[src/rtl/uart_rx.sv]
// 8N1 UART receiver: LSB first, idle-high line, fixed CLKS_PER_BIT timing.
// Two-flop synchroniser, start-bit qualification at mid-bit, bit-centre sampling.
module uart_rx #(
  parameter int CLKS_PER_BIT = 87
) (
  input  logic       i_Clock,
  input  logic       i_Rst_n,
  input  logic       i_uart_rx,
  output logic       o_RX_DV,
  output logic [7:0] o_RX_Byte,
  output logic       o_RX_Active,
  output logic       o_RX_Err
);

  localparam int HALF_BIT = (CLKS_PER_BIT - 1) / 2;
  localparam int CW       = $clog2(CLKS_PER_BIT);
  localparam logic [CW-1:0] CNT_HALF = CW'(HALF_BIT);
  localparam logic [CW-1:0] CNT_LAST = CW'(CLKS_PER_BIT - 1);

  typedef enum logic [2:0] {IDLE, START, DATA, STOP, WAIT_HIGH} state_e;

  state_e          state_q, state_d;
  logic [CW-1:0]   cnt_q, cnt_d;
  logic [2:0]      idx_q, idx_d;
  logic [7:0]      shift_q, shift_d;
  logic [7:0]      byte_q, byte_d;
  logic            dv_q, dv_d;
  logic            err_q, err_d;
  logic            active_q, active_d;
  logic            sync1_q, sync2_q;
  logic            rx_s;

  // Synchroniser resets to the idle level so reset release never looks like a start bit.
  always_ff @(posedge i_Clock or negedge i_Rst_n) begin
    if (!i_Rst_n) begin
      sync1_q <= 1'b1;
      sync2_q <= 1'b1;
    end else begin
      // NOTE: non-blocking assignments keep the two flops as a real two-stage pipeline.
      sync1_q <= i_uart_rx;
      sync2_q <= sync1_q;
    end
  end

  assign rx_s = sync2_q;

  always_ff @(posedge i_Clock or negedge i_Rst_n) begin
    if (!i_Rst_n) begin
      state_q  <= IDLE;
      cnt_q    <= '0;
      idx_q    <= '0;
      shift_q  <= '0;
      byte_q   <= '0;
      dv_q     <= 1'b0;
      err_q    <= 1'b0;
      active_q <= 1'b0;
    end else begin
      state_q  <= state_d;
      cnt_q    <= cnt_d;
      idx_q    <= idx_d;
      shift_q  <= shift_d;
      byte_q   <= byte_d;
      dv_q     <= dv_d;
      err_q    <= err_d;
      active_q <= active_d;
    end
  end

  always_comb begin
    // NOTE: every output of this block gets a default first, so no path can infer a latch.
    state_d = state_q;
    cnt_d   = cnt_q;
    idx_d   = idx_q;
    shift_d = shift_q;
    byte_d  = byte_q;
    dv_d    = 1'b0;
    err_d   = 1'b0;

    unique case (state_q)
      IDLE: begin
        cnt_d = '0;
        idx_d = '0;
        if (!rx_s) state_d = START;
      end
      START: begin
        if (cnt_q == CNT_HALF) begin
          cnt_d   = '0;
          state_d = rx_s ? IDLE : DATA;   // high at mid-bit: glitch, drop silently
        end else begin
          cnt_d = cnt_q + CW'(1);
        end
      end
      DATA: begin
        if (cnt_q == CNT_LAST) begin
          cnt_d          = '0;
          shift_d[idx_q] = rx_s;
          if (idx_q == 3'd7) state_d = STOP;
          else               idx_d   = idx_q + 3'd1;
        end else begin
          cnt_d = cnt_q + CW'(1);
        end
      end
      STOP: begin
        if (cnt_q == CNT_LAST) begin
          cnt_d = '0;
          if (rx_s) begin
            byte_d  = shift_q;
            dv_d    = 1'b1;
            state_d = IDLE;
          end else begin
            err_d   = 1'b1;
            state_d = WAIT_HIGH;
          end
        end else begin
          cnt_d = cnt_q + CW'(1);
        end
      end
      WAIT_HIGH: begin
        // Break conditions are absorbed here until the line returns to idle.
        cnt_d = '0;
        if (rx_s) state_d = IDLE;
      end
      default: state_d = IDLE;
    endcase

    active_d = (state_d == START) || (state_d == DATA) || (state_d == STOP);
  end

  assign o_RX_DV     = dv_q;
  assign o_RX_Err    = err_q;
  assign o_RX_Byte   = byte_q;
  assign o_RX_Active = active_q;

endmodule

[config.mk]
export PLATFORM = sky130hd
export DESIGN_NAME = uart_rx
export DESIGN_NICKNAME = d
export VERILOG_FILES = /design/src/rtl/uart_rx.sv
export SDC_FILE = /design/constraint.sdc
export NUM_CORES = 1
export LEC_CHECK = 0
export ABC_AREA = 1
export BUFFER_PORTS_ARGS = -buffer_cell sky130_fd_sc_hd__buf_2
export CORE_MARGIN = 1
export CORE_UTILIZATION = 29
export DETAILED_ROUTE_END_ITERATION = 16
export PLACE_DENSITY = 0.52
export RECOVER_POWER = 100
export SYNTH_ARGS = -nofsm -noshare
export SYNTH_HDL_FRONTEND = slang
export SYNTH_SLANG_ARGS = --single-unit
[constraint.sdc]
create_clock -name i_Clock -period 2.3 [get_ports i_Clock]
set_input_delay 0.46 -clock i_Clock [delete_from_list [all_inputs] [get_ports i_Clock]]
set_output_delay 0.46 -clock i_Clock [all_outputs]
set_load 0.005 [all_outputs]
==> results summary, run 1 <==
The flow ran to the end, and the final reports show no timing, DRC or antenna violations. Once placement finished, the instance area stood at 1758 sq um. The clock edge transition at the registers on the reported setup and hold paths came out at 0.07 ns.

Sequential cells burn 54.1% of the power. The timing-limited maximum frequency came out at 0.5703 GHz. The first routing iteration left 90 violations.

The global routing usage summed across all routing layers is 11.45%. Summing the areas of all compound-gate instances in the mapped netlist gives 5.728% of the synthesized area. The total setup buffers inserted after CTS is 0. The routability-driven placement congestion ratio came out at 0.7823.

Yosys mapped the design onto 23 distinct sky130hd cell types. The count of warnings emitted by yosys came out at 0. The worst setup path is of the register to register kind. After synthesis, the cell types taking the most area are sky130_fd_sc_hd__dfrtp_1 (50%), sky130_fd_sc_hd__nand2_1 (15%), sky130_fd_sc_hd__nand3_1 (6.2%). The CTS tree is built.

The worst-case clock skew is 0.001829 ns. Data on the critical path is required at its endpoint by 2.48 ns. Leaving out filler cells and counting taps, the final layout contains 285. The total overflow reported by the global router is 0.

The fraction of power spent switching nets came out at 24.57%. The insertion delay of the later-clocked pin in the worst-skew pair came out at 0.28 ns. The relative contribution of combinational cells to total power is 6.9%. The final-report setup violation count came out at 0.

The detailed placer's ending HPWL is 2.098 mm. The H-tree depth came out at 2. After layout, the minimum clock period comes to 1.754 ns. After detailed routing, the average wire length per cell comes to 10.46 um. Setup total negative slack on the finished layout was measured at 0 ns. The die covers 5877 sq um. Setup repair after global routing left no endpoint under its margin. Cell internal power was estimated by the tool at 0.8815 mW. After clock tree synthesis, the flow added hold-fix buffers numbering 0. The pre-CTS setup slack came out at 0.7367 ns. The number of sinks driven by the clock tree came out at 34.

For this design the static power due to leakage is 0.9371 nW. The register bit count reported by yosys is 34. The post-route antenna net violation count is 0. Power spread over the standard cell area amounts to 634.5 nW/um^2.

The post-synthesis instance area is 1617 sq um. On the final layout, the worst hold slack is 0.2409 ns. The antenna diode count came out at 0.

At the pin with the least slew margin, the transition time is 0.7656 ns. At the end of the flow, the number of nets in the layout was 221. The xor/xnor cell area share of the yosys netlist is 0.5418%. The number of antenna violations at the first check in global routing was 0. The clock network fraction of design power came out at 39.0%. The number of cells upsized or downsized after cts is 0. The relative area change from synthesis to final layout is 13.93%. The post-synthesis instance total is 195. The total number of vias is 1231. The most critical setup path has its startpoint at cnt_q[0]$_DFFE_PN0P_. The share of final-layout standard cells stronger than drive strength 1 came out at 13.95%. The starting density of the core is 30.86%.

The data arrival time of the critical path came out at 1.93 ns. The worst-case IR drop observed on VDD is 298.7 uV. The startpoint identified for the worst register-to-register timing path is cnt_q[0]$_DFFE_PN0P_.

The number of clock buffers inserted by TritonCTS came out at 5. The final count of hold timing violations came to 0. Of all cell types, the one taking the most synthesized area is sky130_fd_sc_hd__dfrtp_1. No sink is reached through more buffers than the 2 on the longest clock path.

The cell count after placement came out at 277. The cell area after layout came out at 1842 sq um. The simple-gate share of the synthesized area came out at 31.50%.

The number of buffers inserted by port buffering is 13. After synthesis, the largest family of logic cells by area is simple AND/OR/NAND/NOR gates. The number of nets handed over by synthesis was 202. The die boundary width is 76.66 um. Of all nets on the critical path, the largest fanout is 9. The worst relative slew slack is 48.96%.

The chip height came out at 76.66 um. The number of design rule violations left after detail routing is 0. The worst path uses 76.24% of the clock period. The clock root buffer is sky130_fd_sc_hd__clkbuf_8. The total I/O pin count came out at 14. The area inside the core boundary came out at 5238 sq um.

Summing the sequential cell areas from Yosys gives 52.79% of the chip area. Across the run, the number of max-cap violations was 0. The switching component of the power came out at 0.2871 mW. Of the post-synthesis cell area, the dominant cell type holds 49.54%.

The worst hold path belongs to the class input pin to asynchronous set/reset pin. In the synthesized netlist, mux cells make up 0% of the area. The detailed-routing iteration count for the pre-antenna-repair pass came out at 5. The synthesized area divided by synthesized cell count came out at 8.290 sq um. STA classifies the critical path endpoint as a register. The first-pass GRT wire length came out at 5.306 mm.

The post-route worst setup slack came out at 0.5465 ns. The share of synthesized cell area in full adder, half adder and majority cells came out at 3.096%. The per-cell via count in the routed design is 4.319.

The via count of the first global-routing pass came out at 1191. The number of slew-limit violations in the final report is 0. The total wire length after detailed routing came out at 2.981 mm. The maximum number of pins on one net before global-route repair came out at 35.

The category of the worst setup path launch point is a register. The initialized floorplan defines 26 standard-cell rows.
==> cell usage in the layout, fill, tap and decap left out <==
cell type / Yosys / final
sky130_fd_sc_hd__nor2_1: 16 / 16
sky130_fd_sc_hd__clkinvlp_2: 0 / 1
sky130_fd_sc_hd__ha_1: 4 / 4
sky130_fd_sc_hd__clkinv_2: 1 / 1
sky130_fd_sc_hd__clkbuf_1: 0 / 5
sky130_fd_sc_hd__o21ai_0: 6 / 14
sky130_fd_sc_hd__nor2_4: 2 / 2
sky130_fd_sc_hd__o21ai_2: 2 / 2
sky130_fd_sc_hd__nor3_2: 1 / 1
sky130_fd_sc_hd__dfstp_2: 2 / 2
sky130_fd_sc_hd__nor2_2: 1 / 1
sky130_fd_sc_hd__buf_2: 0 / 9
sky130_fd_sc_hd__inv_2: 4 / 3
sky130_fd_sc_hd__nand3_4: 1 / 1
sky130_fd_sc_hd__a21oi_1: 1 / 1
sky130_fd_sc_hd__clkbuf_8: 0 / 6
sky130_fd_sc_hd__nor3_1: 3 / 3
sky130_fd_sc_hd__nand4_1: 2 / 2
sky130_fd_sc_hd__xor2_1: 1 / 1
sky130_fd_sc_hd__nand3_1: 20 / 20
sky130_fd_sc_hd__nand2_1: 66 / 67
sky130_fd_sc_hd__nand2_4: 1 / 1
sky130_fd_sc_hd__dfrtp_1: 32 / 32
sky130_fd_sc_hd__inv_1: 19 / 20
==> path summary, 6_finish.rpt <==
| path | to | cells past startpoint | slack, ns |
|---|---|---|---|
| max | o_RX_Byte[0]$_DFFE_PN0P_ | 10 | 0.55 |
| min | o_RX_Active$_DFF_PN0_ | 1 | 0.24 |
| max reg2reg | o_RX_Byte[0]$_DFFE_PN0P_ | 10 | 0.55 |
| min reg2reg | rx_s$_DFF_PN1_ | 0 | 0.36 |
| max in group asynchronous | cnt_q[4]$_DFFE_PN0P_ | 1 | 1.57 |
| min in group i_Clock | sync1_q$_DFF_PN1_ | 1 | 0.27 |
==> worst max-delay path: stages, from the launching register on <==
cell and delay [ns]:
sky130_fd_sc_hd__dfrtp_1 0.35, sky130_fd_sc_hd__inv_1 0.08, sky130_fd_sc_hd__ha_1 0.20, sky130_fd_sc_hd__nand2_1 0.05, sky130_fd_sc_hd__nor2_1 0.04, sky130_fd_sc_hd__nand2_1 0.15
sky130_fd_sc_hd__inv_1 0.12, sky130_fd_sc_hd__nand3_4 0.14, sky130_fd_sc_hd__clkinvlp_2 0.30, sky130_fd_sc_hd__nand2_1 0.14, sky130_fd_sc_hd__nand2_1 0.05
==> cells in the mapped netlist <==
cell                       count
sky130_fd_sc_hd__nand2_1      66
sky130_fd_sc_hd__dfrtp_1      32
sky130_fd_sc_hd__nand3_1      20
sky130_fd_sc_hd__inv_1        19
sky130_fd_sc_hd__nor2_1       16
sky130_fd_sc_hd__o21ai_1       8
sky130_fd_sc_hd__o21ai_0       6
sky130_fd_sc_hd__ha_1          4
sky130_fd_sc_hd__inv_2         4
sky130_fd_sc_hd__nor3_1        3
sky130_fd_sc_hd__dfstp_2       2
sky130_fd_sc_hd__nand4_1       2
sky130_fd_sc_hd__nor2_4        2
sky130_fd_sc_hd__o21ai_2       2
sky130_fd_sc_hd__a21oi_1       1
sky130_fd_sc_hd__buf_6         1
sky130_fd_sc_hd__clkinv_2      1
sky130_fd_sc_hd__nand2_2       1
sky130_fd_sc_hd__nand2_4       1
sky130_fd_sc_hd__nand3_4       1
sky130_fd_sc_hd__nor2_2        1
sky130_fd_sc_hd__nor3_2        1
sky130_fd_sc_hd__xor2_1        1
==> area by class of cell <==
class | count | area [sq um]
inverters | 24 | 91.34
clock buffers | 7 | 86.33
multi-input cells | 136 | 658.1
well taps | 70 | 87.58
flip-flops and latches | 34 | 853.3
fillers | 538 | 3396
repair buffers | 13 | 60.06
clock inverters | 1 | 5.005
==> layer usage <==
| metal | up-vias | GRT usage [%] | part of all wire (%) | routed length, um |
|---|---|---|---|---|
| met5 | - | 0 | 0 | 0 |
| met4 | 0 | 6.346 | 2.8 | 82 |
| met3 | 7 | 3.214 | 2.9 | 87 |
| met2 | 21 | 16.96 | 43 | 1274 |
| met1 | 546 | 14.96 | 52 | 1537 |
| li1 | 657 | - | - | - |
==> stage by stage <==
stage	total power, mW	utilization [%]
5_1_grt	1.218	35.16
6_report	1.169	35.16
2_1_floorplan	0.6976	-
3_3_place_gp	0.7256	33.56
3_5_place_dp	0.7264	33.56
4_1_cts	1.188	35.31
==> logic make-up after synthesis <==
| kind of cell | Yosys count |
|---|---|
| flops | 34 |
| buf+inv | 25 |
| fa+ha+maj | 4 |
| xor+xnor | 1 |
| compound gates | 17 |
| simple gates | 114 |
==> power groups by stage <==
| stage | sequential [mW] | clock, mW | combinational, mW |
|---|---|---|---|
| after floorplan | 0.640 | 0 | 0.0576 |
| after global placement | 0.643 | 0 | 0.0825 |
| after detailed placement | 0.643 | 0 | 0.0835 |
| after CTS | 0.631 | 0.473 | 0.0837 |
| after global routing | 0.634 | 0.491 | 0.0926 |
| final | 0.632 | 0.456 | 0.0807 |
==> registers in the layout (all words and copies together), names as in the netlist <==
register	count
shift_q	8
o_RX_Err	1
cnt_q	7
sync1_q	1
o_RX_DV	1
o_RX_Byte	8
o_RX_Active	1
rx_s	1
idx_q	3
state_q	3
Note: power is estimated with default switching activity, not from simulation.
==> run 2, diff against run 1 <==
Clock period 2.3 ns to 1.65 ns, I/O delays scaled along.
==> results summary, run 2 (same netlist as run 1, synthesis figures left out) <==
Traced cell by cell, the critical path runs through inv_1, ha_1, nand2_1, nor2_2, nand2_2, nor2_4, buf_4, nand2_1, o21ai_0, nor2_1, nand2_1. The placement row count is 26 (unchanged). The starting density of the core is 30.86% (unchanged).

The power consumption is 1.757 mW (+50%). The number of violations of the max-capacitance limit is 0 (unchanged). The maximum clock insertion buffer count was 2 (unchanged).

The detailed placer's ending HPWL was 2.219 mm (+5.8%). The antenna diode count came to 0 (unchanged). The tree is rooted in a sky130_fd_sc_hd__clkbuf_8. The chip height came to 76.66 um (unchanged). The worst setup path is launched from a register. The number of nets in the final layout is 229 (+3.6%). The total number of vias is 1265 (+2.8%).

The number of antenna violations at the first check in global routing came to 0 (unchanged). The static leakage was 0.9906 nW (+5.7%). The path class of the lowest-slack min-delay path is input pin to register.

The cell count after placement is 280 (+1.1%). The setup TNS came out at 0 ns (unchanged). The clock edge transition at the registers on the reported setup and hold paths is 0.07 ns (about the same). The number of buffers inserted by port buffering is 13 (unchanged). The maximum ir drop on the vdd rail came to 407.2 uV (+36%).

The number of slew-limit violations in the final report came out at 0 (unchanged). By startpoint and endpoint, the worst setup path is classified as register to register. The transition time of the tightest slew-check pin came out at 0.9579 ns (+0.1923 ns).

The relative area change from synthesis to final layout came out at 20.05%. The top cell types in the final layout, fill and taps aside, are sky130_fd_sc_hd__nand2_1 (66), sky130_fd_sc_hd__dfrtp_1 (32), sky130_fd_sc_hd__nand3_1 (20). The total wire length after detailed routing came out at 2.996 mm (+0.50%).

Setup repair after global routing left no endpoint under its margin. The final count of hold timing violations came out at 0 (unchanged). The timing-limited maximum frequency is 0.6599 GHz (+16%).

The average routed wire per standard cell came out at 10.23 um (-2.2%). The number of design rule violations left after detail routing is 0 (unchanged). The area inside the core boundary came to 5238 sq um (unchanged). The post-route antenna net violation count came out at 0 (unchanged). The total I/O pin count came out at 14 (unchanged). The total overflow reported by the global router was 0 (unchanged). The worst stage delay on the critical path came to 0.36 ns (about the same). The die outline area was 5877 sq um (unchanged).

The worst setup path is captured at a register. The routability-driven placement congestion ratio came out at 0.7982 (+2.0%). The number of clock buffers inserted by TritonCTS came out at 5 (unchanged). The worst relative slew slack was 36.14% (-13 points). The share of the core filled with cells in the final layout came out at 37.05% (+1.9 points).

The final non-filler cell total is 293 (+2.8%). The required arrival time at the worst endpoint is 1.82 ns (-0.66 ns). The maximum number of pins on one net before global-route repair is 19 (-46%).

The number of sinks driven by the clock tree came to 34 (unchanged). The library cell used most frequently in the layout, excluding fill and tap cells, is sky130_fd_sc_hd__nand2_1. The final-report setup violation count came out at 0 (unchanged). The insertion delay of the later-clocked pin in the worst-skew pair is 0.29 ns (about the same).

The detailed-routing iteration count for the pre-antenna-repair pass is 4 (-1). The biggest fanout along the worst timing path is 6 (-3). The cell with the largest stage delay on the worst path is sky130_fd_sc_hd__dfrtp_1. The H-tree depth is 2 (unchanged). The data arrival time of the critical path is 1.69 ns (-0.24 ns). The starting DRC count in detailed routing is 64 (-29%). The worst-case clock skew was 0.007781 ns (+0.005952 ns).

The run finished with clean final reports. The most numerous cell on the critical path is sky130_fd_sc_hd__nand2_1. The CTS tree is built. The per-cell via count in the routed design came out at 4.317 (about the same). The final clock period utilization by the worst path is 91.84% (+16 points). The power per cell area came out at 905.4 nW/um^2 (+43%). The clock period minus final worst setup slack is 1.515 ns (-0.2381 ns).

The share of final-layout standard cells stronger than drive strength 1 is 18.39% (+4.4 points). The die boundary width is 76.66 um (unchanged). The first-pass GRT wire length came to 5.582 mm (+5.2%).

The via count of the first global-routing pass was 1228 (+3.1%). The global routing usage summed across all routing layers came out at 12.07% (+0.62 points).
## run 2: cell types whose count changed in the layout (fill, tap and decap cells not counted), sizes merged
cell / delta
buf: +6
clkinv: +2
bufinv: +1
clkbuf: -1
clkinvlp: -1
dlygate4sd3: +1
## run 2: layout make-up
type / count / area, sq um
fillers: 558 / 3297
repair buffers: 21 / 133.9
inverters: 24 / 91.34
well taps: 70 / 87.58
flip-flops and latches: 34 / 853.3
multi-input cells: 136 / 665.6
clock inverters: 3 / 40.04
clock buffers: 5 / 68.82
## run 2: final timing paths
path / start / end / slack [ns] / cells after the start
worst max-delay path: cnt_q[0]$_DFFE_PN0P_ / o_RX_Active$_DFF_PN0_ / 0.13 / 11
worst max register to register: cnt_q[0]$_DFFE_PN0P_ / o_RX_Active$_DFF_PN0_ / 0.13 / 11
max in group asynchronous: i_Rst_n / rx_s$_DFF_PN1_ / 0.25 / 3
worst min register to register: sync1_q$_DFF_PN1_ / rx_s$_DFF_PN1_ / 0.36 / 0
min in group asynchronous: i_Rst_n / o_RX_Active$_DFF_PN0_ / 0.70 / 2
worst min-delay path: i_uart_rx / sync1_q$_DFF_PN1_ / 0.14 / 1
## run 2: critical path: cells and delay by family (launching register included)
kind / cells / cell delay [ns]
buffers and inverters: 2 / 0.21
DFF: 1 / 0.36
and+or+nand+nor: 7 / 0.57
adders and majority gates: 1 / 0.18
AOI/OAI and AO/OA: 1 / 0.08
## run 2: per-layer routing
| metal | vias up | track usage, % | share of wire, % |
|---|---|---|---|
| met5 | - | 0 | 0 |
| met4 | 0 | 5.769 | 1.9 |
| met3 | 6 | 3.571 | 3.2 |
| met2 | 15 | 18.04 | 43 |
| met1 | 575 | 15.89 | 51 |
| li1 | 669 | - | - |
## run 2: per-stage QoR
stage / worst slack, ns / cell area (sq um) / hold WS (ns)
final: 0.1346 / 1941 / 0.1378
after global routing: 0.006977 / 1941 / 0.1224
after global placement: 0.1214 / 1793 / 0.2865
after CTS: 0.07047 / 1912 / 0.1297
after floorplan: 0.2585 / 1617 / 0.03441
after detailed placement: 0.09075 / 1793 / 0.2870
## run 2: what timing repair did
item | in CTS | in global routing
gates resized for setup | 0 | 4
endpoints found under the hold margin | 16 | 0
setup endpoints to repair | 0 | 24
buffers inserted | 0 | 4
hold buffers | 1 | 0
## run 2: where the power goes
part	switching, mW	internal [mW]
Clock	0.308	0.444
Sequential	0.0240	0.856
Combinational	0.0790	0.0453
Total	0.411	1.35
==> run 3, diff against run 2 <==
Settings changed: CELL_PAD_IN_SITES_DETAIL_PLACEMENT set to 0, CELL_PAD_IN_SITES_GLOBAL_PLACEMENT set to 1, CORE_UTILIZATION 29 to 35, CTS_BUF_LIST set to sky130_fd_sc_hd__clkbuf_16, PLACE_DENSITY 0.52 to 0.71.
==> results summary, run 3 (same netlist as run 1, synthesis figures left out) <==
The final-report setup violation count was 0 (unchanged). The area inside the core boundary is 4384 sq um (-16%). The die boundary width came to 69.96 um (-8.7%). The placement row count came out at 24 (-7.7%).

The number of nets in the final layout was 225 (-1.7%). The worst register-to-register path ends at cnt_q[3]$_DFFE_PN0P_. The total number of vias was 1260 (-0.40%).

The clock root buffer is sky130_fd_sc_hd__clkbuf_16. The total overflow reported by the global router is 0 (unchanged). The post-route worst setup slack came out at 0.1430 ns (+0.008445 ns). The maximum clock insertion buffer count was 2 (unchanged). The worst relative slew slack is 44.26% (+8.1 points). The area taken by flip-flops and latches came out at 853.3 sq um (unchanged). The timing-limited maximum frequency is 0.6636 GHz (+0.56%).

The tightest min-delay check is of the input pin to register type. The number of clock buffers inserted by TritonCTS came out at 5 (unchanged). The relative area change from synthesis to final layout came out at 21.21%. The share of the core filled with cells in the final layout was 44.69% (+7.6 points). The insertion delay of the later-clocked pin in the worst-skew pair came to 0.27 ns (-0.02 ns). The library cell used most frequently in the layout, excluding fill and tap cells, is sky130_fd_sc_hd__nand2_1. The cell count after placement came out at 261 (-6.8%).

The path with the worst hold slack has its endpoint at sync1_q$_DFF_PN1_. The power per cell area is 1120 nW/um^2 (+24%). The worst setup path is captured at a register. By startpoint and endpoint, the worst setup path is classified as register to register. The final clock period utilization by the worst path came out at 91.33% (-0.51 points). The final count of hold timing violations came out at 0 (unchanged). The number of buffers inserted by port buffering came out at 13 (unchanged).

The routability-driven placement congestion ratio is 0.7480 (-6.3%). The starting DRC count in detailed routing is 73 (+14%). The starting density of the core came to 36.87% (+6.0 points).

The detailed-routing wirelength on met1 is 1.597 mm (+3.9%). The via count of the first global-routing pass is 1228 (unchanged). TritonCTS built the clock tree. The share of final-layout standard cells stronger than drive strength 1 came out at 18.72% (+0.34 points). The clock period minus final worst setup slack is 1.507 ns (-0.008445 ns). The data arrival time of the critical path is 1.68 ns (about the same). The pre-CTS setup slack is 0.09323 ns (+0.002479 ns). The number of cells on the worst reg-to-reg path came out at 8 (-3). The die outline area came out at 4894 sq um (-17%).

The hold path startpoint is i_uart_rx. The static leakage came to 1.017 nW (+2.7%). The global routing usage summed across all routing layers came to 14.59% (+2.5 points). The sum of met3 wire segment lengths after detailed routing came out at 130 um (+34%). The number of sinks driven by the clock tree came out at 34 (unchanged). The beginning of the worst register-to-register path is cnt_q[1]$_DFFE_PN0P_. The run finished with clean final reports.

The hold path depth came out at 1 (unchanged). The maximum number of pins on one net before global-route repair is 35 (+16). The worst-case clock skew came out at 0.002867 ns (-0.004914 ns).

The H-tree depth is 2 (unchanged). The biggest fanout along the worst timing path is 5 (-1). The maximum ir drop on the vdd rail came out at 530.1 uV (+30%). The detailed placer's ending HPWL came out at 2.079 mm (-6.3%). The number of antenna violations at the first check in global routing came to 0 (unchanged).

In the layout the commonest cells are sky130_fd_sc_hd__nand2_1 (66), sky130_fd_sc_hd__dfrtp_1 (32), sky130_fd_sc_hd__nand3_1 (20). The total met2 wirelength after detailed routing came out at 1.291 mm (-0.92%). The average routed wire per standard cell came out at 11.31 um (+11%). The highest metal layer used by the detailed router is met4. The total I/O pin count came to 14 (unchanged). The internal reg-to-reg setup slack is 0.14 ns (about the same).

The chip height was 69.96 um (-8.7%). The clock edge transition at the registers on the reported setup and hold paths came to 0.05 ns (-0.02 ns). The post-route antenna net violation count came out at 0 (unchanged). STA classifies the critical path startpoint as a register. The final non-filler cell total is 271 (-7.5%). The area taken by multi-input logic gates came to 671.9 sq um (+0.94%). The number of design rule violations left after detail routing is 0 (unchanged).

The post-cts hold buffer count came out at 0 (-1). The per-cell via count in the routed design is 4.649 (+7.7%). The first-pass GRT wire length came to 5.582 mm (unchanged). The antenna diode count is 0 (unchanged). The required arrival time at the worst endpoint came to 1.82 ns (about the same). The fill cell total of the finished layout is 443 (-21%). The total wire length after detailed routing came out at 3.064 mm (+2.3%).

The number of violations of the max-capacitance limit came out at 0 (unchanged). The detailed-routing iteration count for the pre-antenna-repair pass was 4 (unchanged). The number of slew-limit violations in the final report is 0 (unchanged). Setup repair after global routing could not meet its margin everywhere.

The transition time of the tightest slew-check pin came out at 0.8362 ns (-0.1218 ns).
==> run 3: cell types whose count changed in the layout (fill, tap and decap cells not counted), moves of 3 or more <==
cell                        delta
sky130_fd_sc_hd__buf_2         +5
sky130_fd_sc_hd__buf_4         -4
sky130_fd_sc_hd__clkbuf_1      -5
sky130_fd_sc_hd__clkbuf_16     +5
sky130_fd_sc_hd__clkbuf_8      -5
sky130_fd_sc_hd__clkinv_2      -3
==> run 3: how the worst max path moves through the flow <==
stage                         startpoint                  endpoint  slack, ns  depth (start not counted)
global placement    cnt_q[0]$_DFFE_PN0P_    shift_q[2]$_DFFE_PN0P_       0.13                          9
CTS                 cnt_q[0]$_DFFE_PN0P_    shift_q[2]$_DFFE_PN0P_       0.09                          9
floorplan           cnt_q[0]$_DFFE_PN0P_    shift_q[1]$_DFFE_PN0P_       0.26                         10
detailed placement  cnt_q[0]$_DFFE_PN0P_    shift_q[2]$_DFFE_PN0P_       0.09                          9
finish              cnt_q[1]$_DFFE_PN0P_      cnt_q[3]$_DFFE_PN0P_       0.14                          8
global route        cnt_q[0]$_DFFE_PN0P_  o_RX_Byte[4]$_DFFE_PN0P_     -0.008                         10
==> run 3: repair_timing <==
| action | 4_1_cts | 5_1_grt |
|---|---|---|
| endpoints found under the setup margin | 0 | 17 |
| buffers inserted | 0 | 1 |
| gates resized for setup | 0 | 4 |
==> run 3: power breakdown <==
| part | leakage, nW | switching (mW) | internal, mW |
|---|---|---|---|
| Sequential | 0.451 | 0.0254 | 0.858 |
| Combinational | 0.475 | 0.0808 | 0.0372 |
| Clock | 0.0915 | 0.333 | 0.859 |
==> run 3: cell type report <==
type	instances	share of cell area, %
Sequential cell	34	43.55
Multi-Input combinational cell	137	34.29
Clock buffer	5	6.386
Inverter	24	4.853
Timing Repair Buffer	16	4.342
Tap cell	52	3.321
Clock inverter	3	3.257
==> run 3: metal layers <==
layer	vias up	GRT usage (%)
met5	-	0
li1	669	-
met4	0	6.889
met1	561	19.38
met2	25	21.69
met3	5	4.473
==> run 3: metrics by stage <==
stage | TNS, ns | area (sq um) | hold WS [ns] | power (mW)
2_1_floorplan | 0 | 1617 | 0.03441 | 0.9724
6_report | 0 | 1959 | 0.1532 | 2.194
3_3_place_gp | 0 | 1763 | 0.3035 | 1.019
5_1_grt | -0.01276 | 1959 | 0.1500 | 2.283
3_5_place_dp | 0 | 1763 | 0.3036 | 1.019
4_1_cts | 0 | 1952 | 0.01003 | 2.226
==> run 3: critical path, stage by stage (launching register included) <==
cell	delay, ns
sky130_fd_sc_hd__dfrtp_1	0.39
sky130_fd_sc_hd__ha_1	0.27
sky130_fd_sc_hd__inv_1	0.08
sky130_fd_sc_hd__nor3_1	0.13
sky130_fd_sc_hd__nand2_1	0.13
sky130_fd_sc_hd__nand2_1	0.09
sky130_fd_sc_hd__nand3_1	0.16
sky130_fd_sc_hd__nand3_1	0.12
sky130_fd_sc_hd__inv_1	0.04
